===== config.mk =====
export PLATFORM = sky130hd
export DESIGN_NAME = shift_add_multiplier
export DESIGN_NICKNAME = d
export VERILOG_FILES = /design/src/rtl/shift_add_multiplier.sv
export SDC_FILE = /design/constraint.sdc
export NUM_CORES = 1
export LEC_CHECK = 0
export ABC_AREA = 1
export ABC_CLOCK_PERIOD_IN_PS = 14730
export CORE_ASPECT_RATIO = 0.6
export CORE_UTILIZATION = 25
export DETAILED_ROUTE_END_ITERATION = 10
export PLACE_DENSITY = 0.43
export REMOVE_ABC_BUFFERS = 1
export SYNTH_ARGS = -nofsm -noshare
export SYNTH_HDL_FRONTEND = slang
export SYNTH_SLANG_ARGS = --single-unit

===== constraint.sdc =====
create_clock -name clk -period 14.73 [get_ports clk]
set_clock_uncertainty 0.05 [all_clocks]
set_input_delay 2.946 -clock clk [delete_from_list [all_inputs] [get_ports clk]]
set_output_delay 2.946 -clock clk [all_outputs]
set_load 0.1 [all_outputs]

===== src/rtl/shift_add_multiplier.sv =====
// Iterative shift-and-add multiplier for the execute stage.
// It adds one partial product per clock through a ripple-carry adder built
// from full_adder cells. Signed operands are handled as sign/magnitude: the
// magnitudes are multiplied, and the product is negated once at the end.
// A start/busy/done handshake lets the pipeline controller stall while an
// operation runs.

`timescale 1ns/1ps

// One-bit full adder cell.
module full_adder (
  input  logic a,
  input  logic b,
  input  logic cin,
  output logic sum,
  output logic cout
);

  assign sum  = a ^ b ^ cin;
  assign cout = (a & b) | (cin & (a ^ b));

endmodule

// WIDTH-bit ripple-carry adder, built as a chain of full_adder cells.
module ripple_carry_adder #(
  parameter int WIDTH = 32
) (
  input  logic [WIDTH-1:0] a,
  input  logic [WIDTH-1:0] b,
  input  logic             cin,
  output logic [WIDTH-1:0] sum,
  output logic             cout
);

  logic [WIDTH:0] carry;

  assign carry[0] = cin;

  for (genvar i = 0; i < WIDTH; i++) begin : g_bit
    full_adder u_fa (
      .a    (a[i]),
      .b    (b[i]),
      .cin  (carry[i]),
      .sum  (sum[i]),
      .cout (carry[i+1])
    );
  end

  assign cout = carry[WIDTH];

endmodule

// Top level: the handshake FSM and the datapath.
module shift_add_multiplier #(
  parameter int WIDTH = 32
) (
  input  logic               clk,
  input  logic               rst_n,
  input  logic               start,
  input  logic               op_signed,
  input  logic [WIDTH-1:0]   a,
  input  logic [WIDTH-1:0]   b,
  output logic               busy,
  output logic               done,
  output logic [2*WIDTH-1:0] product
);

  localparam int CW = (WIDTH > 2) ? $clog2(WIDTH) : 1;
  localparam int PW = 2 * WIDTH;

  typedef enum logic [1:0] {
    S_IDLE,
    S_RUN,
    S_FIX,
    S_DONE
  } state_t;

  state_t           state;
  logic [WIDTH-1:0] mcand;   // multiplicand magnitude
  logic [WIDTH-1:0] mplr;    // multiplier magnitude; low half of the accumulator
  logic [WIDTH-1:0] acc_hi;  // high half of the running sum
  logic             neg;     // the final product must be negated
  logic [CW-1:0]    count;   // iteration index within RUN

  logic [WIDTH-1:0] abs_a;
  logic [WIDTH-1:0] abs_b;
  logic [WIDTH-1:0] addend;
  logic [WIDTH-1:0] sum_lo;
  logic             sum_co;
  logic [PW-1:0]    full;

  // Operand magnitudes taken at accept. The most negative value maps to
  // 2^(WIDTH-1), which still fits as an unsigned WIDTH-bit number.
  // NOTE: every output of an always_comb block gets a default first, so
  // no path through the block can leave a latch behind.
  always_comb begin
    abs_a = a;
    abs_b = b;
    if (op_signed && a[WIDTH-1]) abs_a = ~a + WIDTH'(1);
    if (op_signed && b[WIDTH-1]) abs_b = ~b + WIDTH'(1);
  end

  // The partial product is the multiplicand, gated by the current multiplier LSB.
  assign addend = mplr[0] ? mcand : '0;

  ripple_carry_adder #(.WIDTH(WIDTH)) u_rca (
    .a    (acc_hi),
    .b    (addend),
    .cin  (1'b0),
    .sum  (sum_lo),
    .cout (sum_co)
  );

  // Unsigned magnitude product, available once all iterations are done.
  assign full = {acc_hi, mplr};

  // Control FSM and datapath registers. busy and done are registered.
  // NOTE: sequential state uses non-blocking assignments, so every register
  // samples values from before the edge, whatever the statement order.
  always_ff @(posedge clk or negedge rst_n) begin
    if (!rst_n) begin
      state   <= S_IDLE;
      mcand   <= '0;
      mplr    <= '0;
      acc_hi  <= '0;
      neg     <= 1'b0;
      count   <= '0;
      busy    <= 1'b0;
      done    <= 1'b0;
      product <= '0;
    end else begin
      case (state)
        S_IDLE, S_DONE: begin
          done <= 1'b0;
          if (start) begin
            mcand  <= abs_a;
            mplr   <= abs_b;
            neg    <= op_signed & (a[WIDTH-1] ^ b[WIDTH-1]);
            acc_hi <= '0;
            count  <= '0;
            busy   <= 1'b1;
            state  <= S_RUN;
          end else begin
            state  <= S_IDLE;
          end
        end
        S_RUN: begin
          // Shift {carry, sum, mplr} right by one. The carry-out becomes the
          // new MSB, and the sum's low bit moves into the freed multiplier bit.
          acc_hi <= {sum_co, sum_lo[WIDTH-1:1]};
          mplr   <= {sum_lo[0], mplr[WIDTH-1:1]};
          count  <= count + CW'(1);
          if (count == CW'(WIDTH - 1)) state <= S_FIX;
        end
        S_FIX: begin
          product <= neg ? (~full + PW'(1)) : full;
          busy    <= 1'b0;
          done    <= 1'b1;
          state   <= S_DONE;
        end
        default: begin
          busy  <= 1'b0;
          done  <= 1'b0;
          state <= S_IDLE;
        end
      endcase
    end
  end

endmodule


==> flow_summary.toml, run 1 <==
[run_status]
outcome = "finished clean"

[worst_setup_path]
crit_type = "flop to flop"
required_ns = 14.98
path_max_fanout = 32
crit_path_top_delay_cell = "fa_1"
end_kind = "flop"
critPathLaunchType = "flop"
cp_common_cell = "fa_1"
critPathArrivalTime_ns = 13.70
critPathLaunch = "mplr[0]"
r2r-start = "mplr[0]"
max_stage_delay_ns = 0.47

[placed_design]
place_congestion = 0.937
dp_hpwl_um = 32800
io_buffers = 133

[yosys]
synthAdderAreaFrac_pct = 6.52
async_flop_share_pct = 100
synth_xor_area_share_pct = 3.12
synth_warnings = 0
synth_ff_type = "dfrtp_1"
yosys-mux-area-fraction_pct = 0.100
synth_seq_area_share_pct = 37.9
syn_avg_cell_area_um2 = 7.19
synth-compound-area-share_pct = 12.1
postSynthCellCount = 1562
synth_edf_count = 0
synth_seq_cells = 170
synthSimpleGateAreaFrac_pct = 33.3
synthesis.area_mm2 = 0.0112
synth_cell_types = 44
synth_top_family_by_area = "simple AND/OR/NAND/NOR gates"

[timing]
fin_setup_tns_ns = 0
holdWs_ns = 0.431
rsz0062_at_grt = "false"
setup_viol = 0
slew_headroom_pct = 25.0
worst_pin_slew_ns = 1.12
hold_viol_final = 0
finalCritPeriodShare_pct = 91.3
final_max_slew_viol_count = 0
finalCriticalPeriod_ns = 13.45
max_freq_mhz = 74.3

[drt]
post-route-drc-count = 0
drtAntennaViolNets = 0
via_per_inst = 4.78
dr.first_iter.drc_count = 961
routed-via-count = 10791
routed_wl_um = 42600
wl_per_cell_um = 18.8
dr.pass1.iters = 6

[run]
cap_violations = 0

[die]
io_pins = 134
die_w_um = 276
start_util_pct = 25.6
rows = 59
fp.dieArea_mm2 = 0.0458
dieHeight_um = 166
coreArea_mm2 = 0.0438

[global_route]
grt_usage_pct = 18.8
grt_start_max_net_pins = 67
grt_pass1_wl_um = 64500
gr-total-overflow = 0
grt_antenna_before_repair = 0
grt_pass1_vias = 10134

[power]
peakVddDrop_uv = 135
power_mw = 3.66
powerDensity_mw_per_mm2 = 267
leakagePower_nw = 6.13

[finish]
nets = 1775
drive_above_1_share_pct = 5.65
area_delta_synth_final_pct = 21.7
mostFrequentLayoutCell = "nand2_1"
final_cell_mix = "nand2_1, nor2_1, dfrtp_1"
num_antenna_cells = 0

[clock_network]
cts_buffers = 17
cts_tree = "yes"
clock_latency_ns = 0.46
post_cts_buffers = 0
clock-sinks = 170
hold_buffers = 0
cts_root_buf = "clkbuf_16"
cts.path.max_buffers = 2
h-tree-depth = 4
ctsResizeCount = 0
clk_pin_slew_ns = 0.07

[worst_hold_path]
hold_start = "product[17]"
min_path_type = "flop to flop"
==> sequential cells by signal, indices dropped and copies added (netlist names) <==
signal / count
acc_hi: 32
busy: 1
count: 5
done: 1
mcand: 32
mplr: 32
neg: 1
product: 64
state: 2
==> routing by layer <==
layer  share of wire, %  vias up  track usage, %
met3                6.3       23            3.98
li1                   -     5326               -
met2                 37      322            23.3
met4               0.89        0            3.58
met1                 56     5120            31.7
met5                  0        -               0
==> synthesized netlist by cell type, types with 7 or more instances <==
cell | count | share of area, %
inv_1 | 130 | 4.3
nor2_1 | 177 | 5.9
nand3_2 | 7 | 0.62
o211ai_1 | 8 | 0.53
nor3_1 | 11 | 0.49
xor2_1 | 37 | 2.9
a31oi_1 | 15 | 0.84
nor2_4 | 7 | 0.70
buf_2 | 12 | 0.53
nand2_2 | 9 | 0.50
nand2_1 | 467 | 16
nand3_1 | 146 | 6.5
fa_1 | 31 | 5.5
nand4_1 | 36 | 2.0
a21oi_1 | 45 | 2.0
o21ai_0 | 119 | 5.3
o22ai_1 | 33 | 1.8
dfrtp_1 | 170 | 38
ha_1 | 9 | 1.0
clkbuf_1 | 37 | 1.2
==> worst paths after layout <==
path,end,slack (ns),cells after the start
max,acc_hi[30],1.28,36
min,product[17],0.43,2
max reg2reg,acc_hi[30],1.28,36
min reg2reg,product[17],0.43,2
max in group asynchronous,acc_hi[7],10.27,3
min in group asynchronous,product[13],2.42,1
==> power breakdown <==
group | switching, mW | internal, mW
Sequential | 0.188 | 0.681
Clock | 0.218 | 0.225
Combinational | 1.74 | 0.606
Total | 2.14 | 1.51
==> worst max-delay path, delay by kind of cell (launching register included) <==
family          cells  cell delay, ns
buf+inv             3            0.45
compound gates      1            0.07
fa+ha+maj          31           12.24
flops               1            0.35
simple gates        1            0.12
==> cells by family (layout without fill, tap and decap cells) <==
logic type | Yosys count | count (layout)
fa+ha+maj | 40 | 40
compound gates | 240 | 240
simple gates | 876 | 876
buf+inv | 195 | 313
flops | 170 | 170
xor+xnor | 40 | 40
mux | 1 | 1
==> through the flow <==
| step | utilization [%] | instances | worst slack [ns] | instance area [um2] |
|---|---|---|---|---|
| floorplan | - | 1503 | 1.65 | 11000 |
| global placement | 29.9 | 2227 | 1.42 | 13100 |
| detailed placement | 29.9 | 2227 | 1.36 | 13100 |
| CTS | 31.2 | 2259 | 1.33 | 13700 |
| global route | 31.2 | 2259 | 0.838 | 13700 |
| finish | 31.2 | 2259 | 1.28 | 13700 |
==> area by class of cell <==
cell class                      count  area (um2)
Multi-Input combinational cell   1197        6200
Sequential cell                   170        4260
Clock inverter                     13         110
Tap cell                          579         724
Inverter                          136         512
Clock buffer                       19         443
Timing Repair Buffer              145        1420
Fill cell                        4769       30200
No activity file was read; power rests on OpenSTA's default activity.
==> run 2: changes to the inputs <==
- CTS_BUF_LIST: not set -> sky130_fd_sc_hd__clkbuf_8
- CTS_CLUSTER_DIAMETER: not set -> 60
==> run 2 against run 1 <==
Effect of this change:
- non-clock buffer count did not move
- sequential power is essentially flat
- global-route usage down 0.061 points
- sequential share of layout area increased by 0.44 points
- final area decreased by 1.4%
- fmax about the same
- register-to-register slack about the same
- worst setup slack worse by 0.0035 ns
- critical path depth stayed put
- power decreased by 3.2%
- critical endpoint unchanged
- largest power group unchanged
- highest routed layer unchanged
==> flow_summary.toml, run 2 (synthesis results as in run 1) <==
[die]
coreArea_mm2 = 0.0438
dieHeight_um = 166
rows = 59
die_w_um = 276
fp.dieArea_mm2 = 0.0458
io_pins = 134
start_util_pct = 25.6

[timing]
setup_viol = 0
max_freq_mhz = 74.3
rsz0062_at_grt = "false"
finalCritPeriodShare_pct = 91.3
worst_pin_slew_ns = 1.13
finalCriticalPeriod_ns = 13.45
slew_headroom_pct = 24.6
hold_viol_final = 0
setup_ws_ns = 1.28
fin_setup_tns_ns = 0
final_max_slew_viol_count = 0

[drt]
routed-via-count = 10845
dr.pass1.iters = 6
via_per_inst = 4.80
drtAntennaViolNets = 0
post-route-drc-count = 0
dr.first_iter.drc_count = 894
wl_per_cell_um = 18.8
routed_wl_um = 42500

[clock_network]
hold_buffers = 0
post_cts_buffers = 0
clock_latency_ns = 0.51
cts_buffers = 17
clock-sinks = 170
cts_tree = "yes"
ctsResizeCount = 0
cts_root_buf = "clkbuf_8"
cts.path.max_buffers = 2
clk_pin_slew_ns = 0.10
h-tree-depth = 4

[power]
powerDensity_mw_per_mm2 = 263
peakVddDrop_uv = 142
leakagePower_nw = 6.05
power_mw = 3.54

[worst_hold_path]
min_path_type = "flop to flop"
hold_start = "product[17]"
hold_path_depth = 2

[finish]
drive_above_1_share_pct = 5.65
largest_reg_flops = 64
mostFrequentLayoutCell = "nand2_1"
nets = 1775
num_antenna_cells = 0
final_cell_mix = "nand2_1, nor2_1, dfrtp_1"
fill_cells = 4777
top_register = "product"
design_area_mm2 = 0.0135
area_delta_synth_final_pct = 20.0

[global_route]
grt_pass1_wl_um = 64300
gr-total-overflow = 0
grt_antenna_before_repair = 0
grt_usage_pct = 18.7
grt_pass1_vias = 10117
grt_start_max_net_pins = 67

[worst_setup_path]
path_max_fanout = 32
max_stage_delay_ns = 0.47
r2r-start = "mplr[0]"
critPathLaunchType = "flop"
end_kind = "flop"
cp_common_cell = "fa_1"
crit_path_top_delay_cell = "fa_1"
critPathArrivalTime_ns = 13.76
reg2regPathDepth = 36
crit_type = "flop to flop"
required_ns = 15.04
critPathLaunch = "mplr[0]"

[placed_design]
place_ws_ns = 1.36
io_buffers = 133
postPlaceCellArea_mm2 = 0.0131
dp_hpwl_um = 32800
place_congestion = 0.937

[run]
cap_violations = 0

[run_status]
outcome = "finished clean"
-- run 2: worst paths after layout --
check / to / slack [ns]
min in group asynchronous: product[13] / 2.36
worst max register to register: acc_hi[30] / 1.28
worst min-delay path: product[17] / 0.44
worst max-delay path: acc_hi[30] / 1.28
max in group asynchronous: acc_hi[7] / 10.34
worst min register to register: product[17] / 0.44
-- run 2: metal layers --
metal  track usage, %  part of all wire (%)  vias to the layer above  routed length, um
li1                 -                     -                     5327                  -
met1             31.8                    56                     5164              23700
met2             23.2                    37                      329              15600
met3             3.80                   6.4                       25               2710
met4             3.51                  0.96                        0                409
met5                0                     0                        -                  0
-- run 2: final cells by class --
type / count / area, um2 / share of cell area (%)
clock buffers: 18 / 248 / 1.84
repair buffers: 145 / 1420 / 10.6
clock inverters: 14 / 114 / 0.845
flip-flops and latches: 170 / 4260 / 31.6
well taps: 579 / 724 / 5.37
multi-input cells: 1197 / 6200 / 46.0
inverters: 136 / 512 / 3.80
-- run 2: critical path: cells and delay by family (launching register included) --
| kind | cells | cell delay, ns |
|---|---|---|
| adders and majority gates | 31 | 12.23 |
| AOI/OAI and AO/OA | 1 | 0.07 |
| and+or+nand+nor | 1 | 0.12 |
| DFF | 1 | 0.36 |
| buffers and inverters | 3 | 0.45 |
-- run 2: through the flow --
step / cells / utilization, % / hold slack (ns)
floorplan: 1503 / - / 0.399
global placement: 2227 / 29.9 / 0.413
detailed placement: 2227 / 29.9 / 0.418
CTS: 2259 / 30.7 / 0.443
global route: 2259 / 30.7 / 0.456
finish: 2259 / 30.7 / 0.437
-- run 2: where the power goes --
part | switching [mW] | internal, mW | total (mW)
Combinational | 1.74 | 0.606 | 2.34
Sequential | 0.187 | 0.680 | 0.867
Clock | 0.204 | 0.125 | 0.329
Total | 2.13 | 1.41 | 3.54
==> run 3: changes to the inputs <==
- CAP_MARGIN: not set -> 20
- CORE_ASPECT_RATIO: 0.6 -> 0.5
==> run 3 against run 2 <==
Effect of this change:
- the run now ends with design-rule violations left
- worst setup slack better by 0.18 ns
- clock-buffer cell count unchanged
- fmax up 1.3%
==> flow_summary.toml, run 3 (synthesis results as in run 1) <==
[run_status]
violations = "design-rule violations"
outcome = "finished, violations left"

[timing]
finalCritPeriodShare_pct = 90.1
fin_setup_tns_ns = 0
rsz0062_at_grt = "false"
final_max_slew_viol_count = 0
setup_viol = 0
hold_viol_final = 0
slew_headroom_pct = 33.8
setup_ws_ns = 1.45
max_freq_mhz = 75.3
finalCriticalPeriod_ns = 13.28
worst_pin_slew_ns = 0.990

[die]
dieHeight_um = 152
coreArea_mm2 = 0.0439
fp.dieArea_mm2 = 0.0459
start_util_pct = 25.6
die_w_um = 302
rows = 54
io_pins = 134

[worst_hold_path]
hold_path_depth = 2
hold_start = "product[2]"
min_path_type = "flop to flop"
min_to = "product[2]"

[worst_setup_path]
end_kind = "flop"
path_max_fanout = 32
max_stage_delay_ns = 0.48
cp_common_cell = "fa_1"
rrSetupSlack_ns = 1.45
crit_type = "flop to flop"
r2r-start = "mplr[0]"
reg2regPathDepth = 36
r2r-end = "acc_hi[30]"
crit_path_top_delay_cell = "fa_1"
critPathLaunchType = "flop"
critPathArrivalTime_ns = 13.60
required_ns = 15.05

[global_route]
grt_pass1_wl_um = 61500
grt_antenna_before_repair = 0
grt_pass1_vias = 10298
gr-total-overflow = 0
grt_start_max_net_pins = 66
grt_usage_pct = 17.4

[clock_network]
clock-sinks = 170
clk_pin_slew_ns = 0.10
post_cts_buffers = 0
cts_root_buf = "clkbuf_8"
cts_tree = "yes"
h-tree-depth = 4
clock_latency_ns = 0.51
cts_buffers = 17
hold_buffers = 0
cts.path.max_buffers = 2
ctsResizeCount = 0

[drt]
via_per_inst = 4.67
dr.first_iter.drc_count = 775
dr.pass1.iters = 8
routed_wl_um = 39300
wl_per_cell_um = 17.3
routed-via-count = 10585
drtAntennaViolNets = 0
post-route-drc-count = 4

[finish]
regArea_mm2 = 0.00426
drive_above_1_share_pct = 5.71
fill_cells = 4810
nets = 1775
multi_input_area_mm2 = 0.00620
num_antenna_cells = 0
largest_reg_flops = 64
design_area_mm2 = 0.0135
area_delta_synth_final_pct = 20.5
mostFrequentLayoutCell = "nand2_1"
final_cell_mix = "nand2_1, nor2_1, dfrtp_1"
top_register = "product"

[placed_design]
place_ws_ns = 1.40
place_congestion = 0.885
postPlaceCellArea_mm2 = 0.0131
io_buffers = 133
dp_hpwl_um = 30000

[power]
powerDensity_mw_per_mm2 = 257
leakagePower_nw = 6.07
peakVddDrop_uv = 125

[run]
cap_violations = 0
[run 3: changes by cell type in the layout (fill, tap and decap cells not counted)]
cell       previous run  this run
bufinv_16             0         2
clkinv_2              3         1
clkinv_4              1         4
inv_1               131       130
inv_6                 4         5
inv_8                 3         0
[run 3: how the worst max path moves through the flow]
| stage | slack [ns] | end | depth (start not counted) | startpoint |
|---|---|---|---|---|
| 3_3_place_gp | 1.48 | acc_hi[30] | 36 | mplr[0] |
| 4_1_cts | 1.36 | acc_hi[30] | 36 | mplr[0] |
| 5_1_grt | 0.86 | acc_hi[30] | 36 | mplr[0] |
| 3_5_place_dp | 1.40 | acc_hi[30] | 36 | mplr[0] |
| 2_1_floorplan | 1.65 | acc_hi[30] | 38 | mplr[0] |
| 6_report | 1.45 | acc_hi[30] | 36 | mplr[0] |
[run 3: where the power goes]
group          internal, mW  switching [mW]
combinational         0.608            1.66
sequential            0.680           0.173
clock                 0.158           0.198
total                  1.45            2.03
[run 3: per-stage QoR]
stage                     total power, mW  hold WS [ns]  utilization, %  std cells
after floorplan                      2.46         0.399               -       1503
after global placement               3.15         0.417            29.9       2236
after detailed placement             3.15         0.420            29.9       2236
after CTS                            3.52         0.446            30.8       2268
after global routing                 3.77         0.461            30.8       2268
final                                3.48         0.439            30.8       2268
[run 3: area by class of cell]
class / instances / area share, %
Clock buffer: 18 / 1.83
Clock inverter: 14 / 1.19
Inverter: 136 / 3.78
Multi-Input combinational cell: 1197 / 45.8
Sequential cell: 170 / 31.4
Tap cell: 588 / 5.43
Timing Repair Buffer: 145 / 10.5
[run 3: worst max-delay path, delay by kind of cell (launching register included)]
family                     cells  cell delay [ns]
DFF                            1             0.36
and+or+nand+nor                1             0.13
adders and majority gates     31            12.09
AOI/OAI and AO/OA              1             0.07
buffers and inverters          3             0.44
[run 3: routing by layer]
metal | part of all wire (%) | vias up | global-route usage (%)
li1 | - | 5323 | -
met1 | 50 | 5052 | 25.1
met2 | 46 | 186 | 27.6
met3 | 3.2 | 24 | 2.27
met4 | 1.1 | 0 | 3.97
met5 | 0 | - | 0
